==> src/rtl/adder_seq_arbiter.sv <==
// Round-robin scheduler for two requesters sharing one SLICE-bit adder; each add ripples low to high, one slice per cycle.
// Optional ADDER_SEQ_CARRY_OUT_EN adds rsp_cout, the carry out of the top slice.
module adder_seq_arbiter #(
    parameter int unsigned WIDTH = 32,
    parameter int unsigned SLICE = 8
) (
    input  logic             clk,
    input  logic             rst,
    input  logic             req0_valid,
    output logic             req0_ready,
    input  logic [WIDTH-1:0] req0_a,
    input  logic [WIDTH-1:0] req0_b,
    input  logic             req1_valid,
    output logic             req1_ready,
    input  logic [WIDTH-1:0] req1_a,
    input  logic [WIDTH-1:0] req1_b,
    output logic             rsp_valid,
    input  logic             rsp_ready,
    output logic             rsp_id,
    output logic [WIDTH-1:0] rsp_sum,
    output logic             busy
`ifdef ADDER_SEQ_CARRY_OUT_EN
   ,output logic             rsp_cout
`endif
);

    localparam int unsigned NSLICE = WIDTH / SLICE;
    localparam int unsigned CNT_W  = (NSLICE > 1) ? $clog2(NSLICE) : 1;
    localparam int unsigned SW     = SLICE + 1;

    typedef enum logic [1:0] {IDLE, BUSY, DONE} state_e;

    state_e             state_q, state_d;
    logic [WIDTH-1:0]   a_q, a_d, b_q, b_d, sum_q, sum_d;
    logic               id_q, id_d, last_grant_q, last_grant_d;
    logic [CNT_W-1:0]   cnt_q, cnt_d;
    logic               carry_q, carry_d;
    logic               rsp_valid_q, rsp_valid_d, busy_q, busy_d;
    logic               cout_q, cout_d;

    logic               grant_c, accept_c, last_slice_c;
    logic [SLICE-1:0]   slice_a_c, slice_b_c;
    logic [SLICE:0]     slice_res_c;

    // State and datapath registers
    always_ff @(posedge clk) begin
        if (rst) begin
            state_q      <= IDLE;
            a_q          <= '0;
            b_q          <= '0;
            sum_q        <= '0;
            id_q         <= 1'b0;
            last_grant_q <= 1'b1;
            cnt_q        <= '0;
            carry_q      <= 1'b0;
            rsp_valid_q  <= 1'b0;
            busy_q       <= 1'b0;
            cout_q       <= 1'b0;
        end else begin
            state_q      <= state_d;
            a_q          <= a_d;
            b_q          <= b_d;
            sum_q        <= sum_d;
            id_q         <= id_d;
            last_grant_q <= last_grant_d;
            cnt_q        <= cnt_d;
            carry_q      <= carry_d;
            rsp_valid_q  <= rsp_valid_d;
            busy_q       <= busy_d;
            cout_q       <= cout_d;
        end
    end

    // Arbitration: a lone requester wins; on contention the one not granted last time wins
    always_comb begin
        grant_c      = (req0_valid && req1_valid) ? ~last_grant_q : req1_valid;
        accept_c     = (state_q == IDLE) && (req0_valid || req1_valid);
        last_slice_c = (cnt_q == CNT_W'(NSLICE - 1));
    end

    // Next-state logic
    always_comb begin
        state_d = state_q;
        case (state_q)
            IDLE:    if (accept_c)     state_d = BUSY;
            BUSY:    if (last_slice_c) state_d = DONE;
            DONE:    if (rsp_ready)    state_d = IDLE;
            default: state_d = IDLE;
        endcase
    end

    // Outputs and datapath updates
    always_comb begin
        a_d          = a_q;
        b_d          = b_q;
        sum_d        = sum_q;
        id_d         = id_q;
        last_grant_d = last_grant_q;
        cnt_d        = cnt_q;
        carry_d      = carry_q;
        cout_d       = cout_q;
        req0_ready   = accept_c && !grant_c;
        req1_ready   = accept_c && grant_c;
        slice_a_c    = '0;
        slice_b_c    = '0;

        for (int unsigned i = 0; i < NSLICE; i++) begin
            if (cnt_q == CNT_W'(i)) begin
                slice_a_c = a_q[i*SLICE +: SLICE];
                slice_b_c = b_q[i*SLICE +: SLICE];
            end
        end
        slice_res_c = {1'b0, slice_a_c} + {1'b0, slice_b_c} + SW'(carry_q);

        if (state_q == IDLE && accept_c) begin
            a_d          = grant_c ? req1_a : req0_a;
            b_d          = grant_c ? req1_b : req0_b;
            id_d         = grant_c;
            last_grant_d = grant_c;
            carry_d      = 1'b0;
            cnt_d        = '0;
        end

        if (state_q == BUSY) begin
            for (int unsigned i = 0; i < NSLICE; i++) begin
                if (cnt_q == CNT_W'(i)) sum_d[i*SLICE +: SLICE] = slice_res_c[SLICE-1:0];
            end
            carry_d = slice_res_c[SLICE];
            cnt_d   = last_slice_c ? '0 : cnt_q + CNT_W'(1);
            if (last_slice_c) cout_d = slice_res_c[SLICE];
        end

        rsp_valid_d = (state_d == DONE);
        busy_d      = (state_d != IDLE);
    end

    assign rsp_valid = rsp_valid_q;
    assign rsp_id    = id_q;
    assign rsp_sum   = sum_q;
    assign busy      = busy_q;
`ifdef ADDER_SEQ_CARRY_OUT_EN
    assign rsp_cout  = cout_q;
`endif

endmodule

==> config.mk <==
export PLATFORM = sky130hd
export DESIGN_NAME = adder_seq_arbiter
export DESIGN_NICKNAME = d
export VERILOG_FILES = /design/src/rtl/adder_seq_arbiter.sv
export SDC_FILE = /design/constraint.sdc
export NUM_CORES = 1
export LEC_CHECK = 0
export BUFFER_PORTS_ARGS = -buffer_cell sky130_fd_sc_hd__buf_4
export CAP_MARGIN = 20
export CORE_MARGIN = 2
export CORE_UTILIZATION = 30
export DETAILED_ROUTE_END_ITERATION = 7
export GPL_TIMING_DRIVEN = 0
export PLACE_DENSITY = 0.57
export SYNTH_ARGS = -nofsm -noshare
export SYNTH_HDL_FRONTEND = slang
export SYNTH_SLANG_ARGS = --single-unit
export TNS_END_PERCENT = 100
==> constraint.sdc <==
create_clock -name clk -period 4.7 [get_ports clk]
set_clock_uncertainty 0.2 [all_clocks]
set_input_delay 0.94 -clock clk [delete_from_list [all_inputs] [get_ports clk]]
set_output_delay 0.94 -clock clk [all_outputs]
set_load 0.02 [all_outputs]
==> impl_metrics.tcl <==
set metrics [dict create \
    status "finished clean" \
    critPathArrivalTime_ps 3990 \
    tightest_slew_ps 940 \
    setup_ws_ps 727 \
    drt_pass1_iterations 8 \
    post-route-period-util_pct 84.5 \
    avgSynthCellArea_sq_um 8.74 \
    async_flop_share_pct 0 \
    final_cell_mix "buf_4, dfxtp_1, nor2_1" \
    min_period_ps 3970 \
    syn-cell-area_sq_um 4860 \
    root_buffer "clkbuf_16" \
    yosysSeqAreaShare_pct 43.2 \
    routed_via_density 5.37 \
    cpPeakStageDelay_ps 590 \
    syn2layout_area_growth_pct 38.4 \
    cts_htree_levels 3 \
    cts.sink_count 105 \
    clkLatencyLatePin_ps 360 \
    crit_chain "inv_1 > ha_1 > clkbuf_1 > clkbuf_1 > nand3b_1 > a21oi_1 > a21oi_1 > o21ai_0 > ha_1 > buf_2 > or3b_2 > o211ai_1 > a311oi_1 > o31ai_1" \
    synthCells 556 \
    cts_resized 0 \
    grt_pass1_vias 5074 \
    diodes 0 \
    synth_nets 702 \
    ys_ff_latch 105 \
    nets 882 \
    whs_ps 256 \
    start_util_pct 30.6 \
    antenna_found_initial 0 \
    placed_cell_area_sq_um 6400 \
    yosys.cell_types.count 45 \
    place_hpwl_mm 13.9 \
    grt_use_total_pct 20.1 \
    io_pins 170 \
    grt_max_degree 19 \
    crit_start "cnt_q[0]$_SDFFE_PP0P_" \
    post_cts_buffers 0 \
    num_vias 5139 \
    critPathLaunchType "flop" \
    p_total_mw 2.37 \
    coreArea_sq_um 15900 \
    gp_congestion 0.892 \
    grt_setup_unrepaired "false" \
    gr-total-overflow 0 \
    ant_nets 0 \
    rr_startpoint "cnt_q[0]$_SDFFE_PP0P_" \
    rows 46 \
    vdd_ir_drop_max_uv 203 \
    fin_util_pct 42.3 \
    die_h_um 131 \
    cts_buffers 9 \
    portBuffers 169 \
    setup_viol 0 \
    synth-edff-count 0 \
    max_freq_ghz 0.252 \
    r2r_slack_ps 730 \
    drive_above_1_share_pct 27.7 \
    final_area_sq_um 6730 \
    wire_per_inst_um 18.4 \
    synthesis.yosys.warnings 0 \
    clkTransAtPathRegs_ps 70 \
    hold_start "rsp_sum[28]$_SDFFE_PP0P_" \
    clk_path_buf_depth 2 \
    cts_hold_buf 0 \
    place_ws_ps 835 \
    path_class "flop to flop" \
    fin_setup_tns_ps 0 \
    powerDensity_nw_per_um2 352 \
    drc 0 \
    relSlewSlack_pct 36.9 \
    hold_viol 0 \
    die_w_um 131 \
    dp_cells 941 \
    die_area_sq_um 17200 \
    drv_cap 0 \
    critPathCaptureType "flop" \
    synth_flop_cell "dfxtp_1" \
    cpMaxStageDelayCell "a311oi_1" \
    hold_path_class "flop to flop" \
    final_common_cell "buf_4" \
    required_ps 4720 \
    slew_violations 0 \
    grt_pass1_wl_mm 27.1 \
    cts_tree "done" \
    totalWireLength_mm 17.6 \
    path_max_fanout 10 \
    fin_cells 957 \
    drtIter0Drc 563 \
    p_leak_nw 2.72 \
]
path summary, 6_finish.rpt:
path,cells after the start,end
worst max register to register,14,rsp_sum[13]$_SDFFE_PP0P_
worst max-delay path,14,rsp_sum[13]$_SDFFE_PP0P_
worst min-delay path,2,rsp_sum[28]$_SDFFE_PP0P_
worst min register to register,2,rsp_sum[28]$_SDFFE_PP0P_
area by class of cell:
class                           count  area (sq um)
Timing Repair Buffer              169          1270
Clock buffer                        9           225
Tap cell                          216           270
Clock inverter                      7           101
Buffer                             54           234
Inverter                            6          22.5
Fill cell                        1652          9160
Multi-Input combinational cell    391          2500
Sequential cell                   105          2100
worst max-delay path: cells and delay by family, from the launching register on:
| family | cells | cell delay (ps) |
|---|---|---|
| AO/OA/AOI/OAI | 6 | 1470 |
| flip-flops | 1 | 350 |
| adder cells (fa/ha/maj) | 2 | 440 |
| buffers and inverters | 4 | 1010 |
| AND/OR/NAND/NOR | 2 | 350 |
synthesized netlist by cell type (2+ instances only):
cell type | n | area [sq um]
a211o_1 | 2 | 17.5
a211oi_1 | 11 | 82.6
a21o_1 | 3 | 22.5
a21oi_1 | 45 | 225
a221oi_1 | 2 | 17.5
a222oi_1 | 64 | 641
a31oi_1 | 2 | 12.5
and2_0 | 3 | 18.8
buf_1 | 3 | 11.3
buf_2 | 10 | 50.1
buf_4 | 5 | 37.5
clkbuf_1 | 36 | 135
dfxtp_1 | 105 | 2100
fa_1 | 2 | 40.0
ha_1 | 11 | 138
inv_1 | 6 | 22.5
nand2_1 | 49 | 184
nand2b_1 | 5 | 31.3
nand3_1 | 5 | 25.0
nand3b_1 | 34 | 255
nor2_1 | 80 | 300
nor2b_1 | 5 | 31.3
nor3_1 | 8 | 40.0
nor4b_1 | 2 | 17.5
o211ai_1 | 9 | 67.6
o21a_1 | 2 | 15.0
o21ai_0 | 16 | 80.1
o21ai_1 | 6 | 30.0
o31ai_1 | 4 | 30.0
o41ai_1 | 4 | 35.0
or3_1 | 2 | 12.5
or3b_2 | 2 | 17.5
state kept, by name, summed over array words and instances, names as in the netlist:
name	cells
rsp_valid	1
rsp_id	1
rsp_sum	32
a_q	32
carry_q	1
state_q	2
b_q	32
busy	1
cnt_q	2
last_grant_q	1
per-layer routing:
layer  GRT usage [%]  vias to the layer above  routed length (um)
li1                -                     2492                   -
met1            26.4                     2391                7930
met2            32.1                      237                7950
met3            5.32                       19                1440
met4            6.22                        0                 296
met5               0                        -                   0
power breakdown:
group	switching, mW	internal [mW]	total [mW]	leakage (nW)
combinational	0.290	0.238	0.528	1.71
sequential	0.0509	0.957	1.01	0.861
clock	0.360	0.474	0.834	0.158
logic make-up after synthesis:
| group | count (synthesis) | synth area share [%] |
|---|---|---|
| AO/OA/AOI/OAI | 175 | 27.4 |
| XOR/XNOR | 1 | 0.180 |
| adder cells (fa/ha/maj) | 13 | 3.66 |
| buffers and inverters | 60 | 5.28 |
| flip-flops | 105 | 43.2 |
| AND/OR/NAND/NOR | 202 | 20.3 |
(Power assumes the default switching activity.)
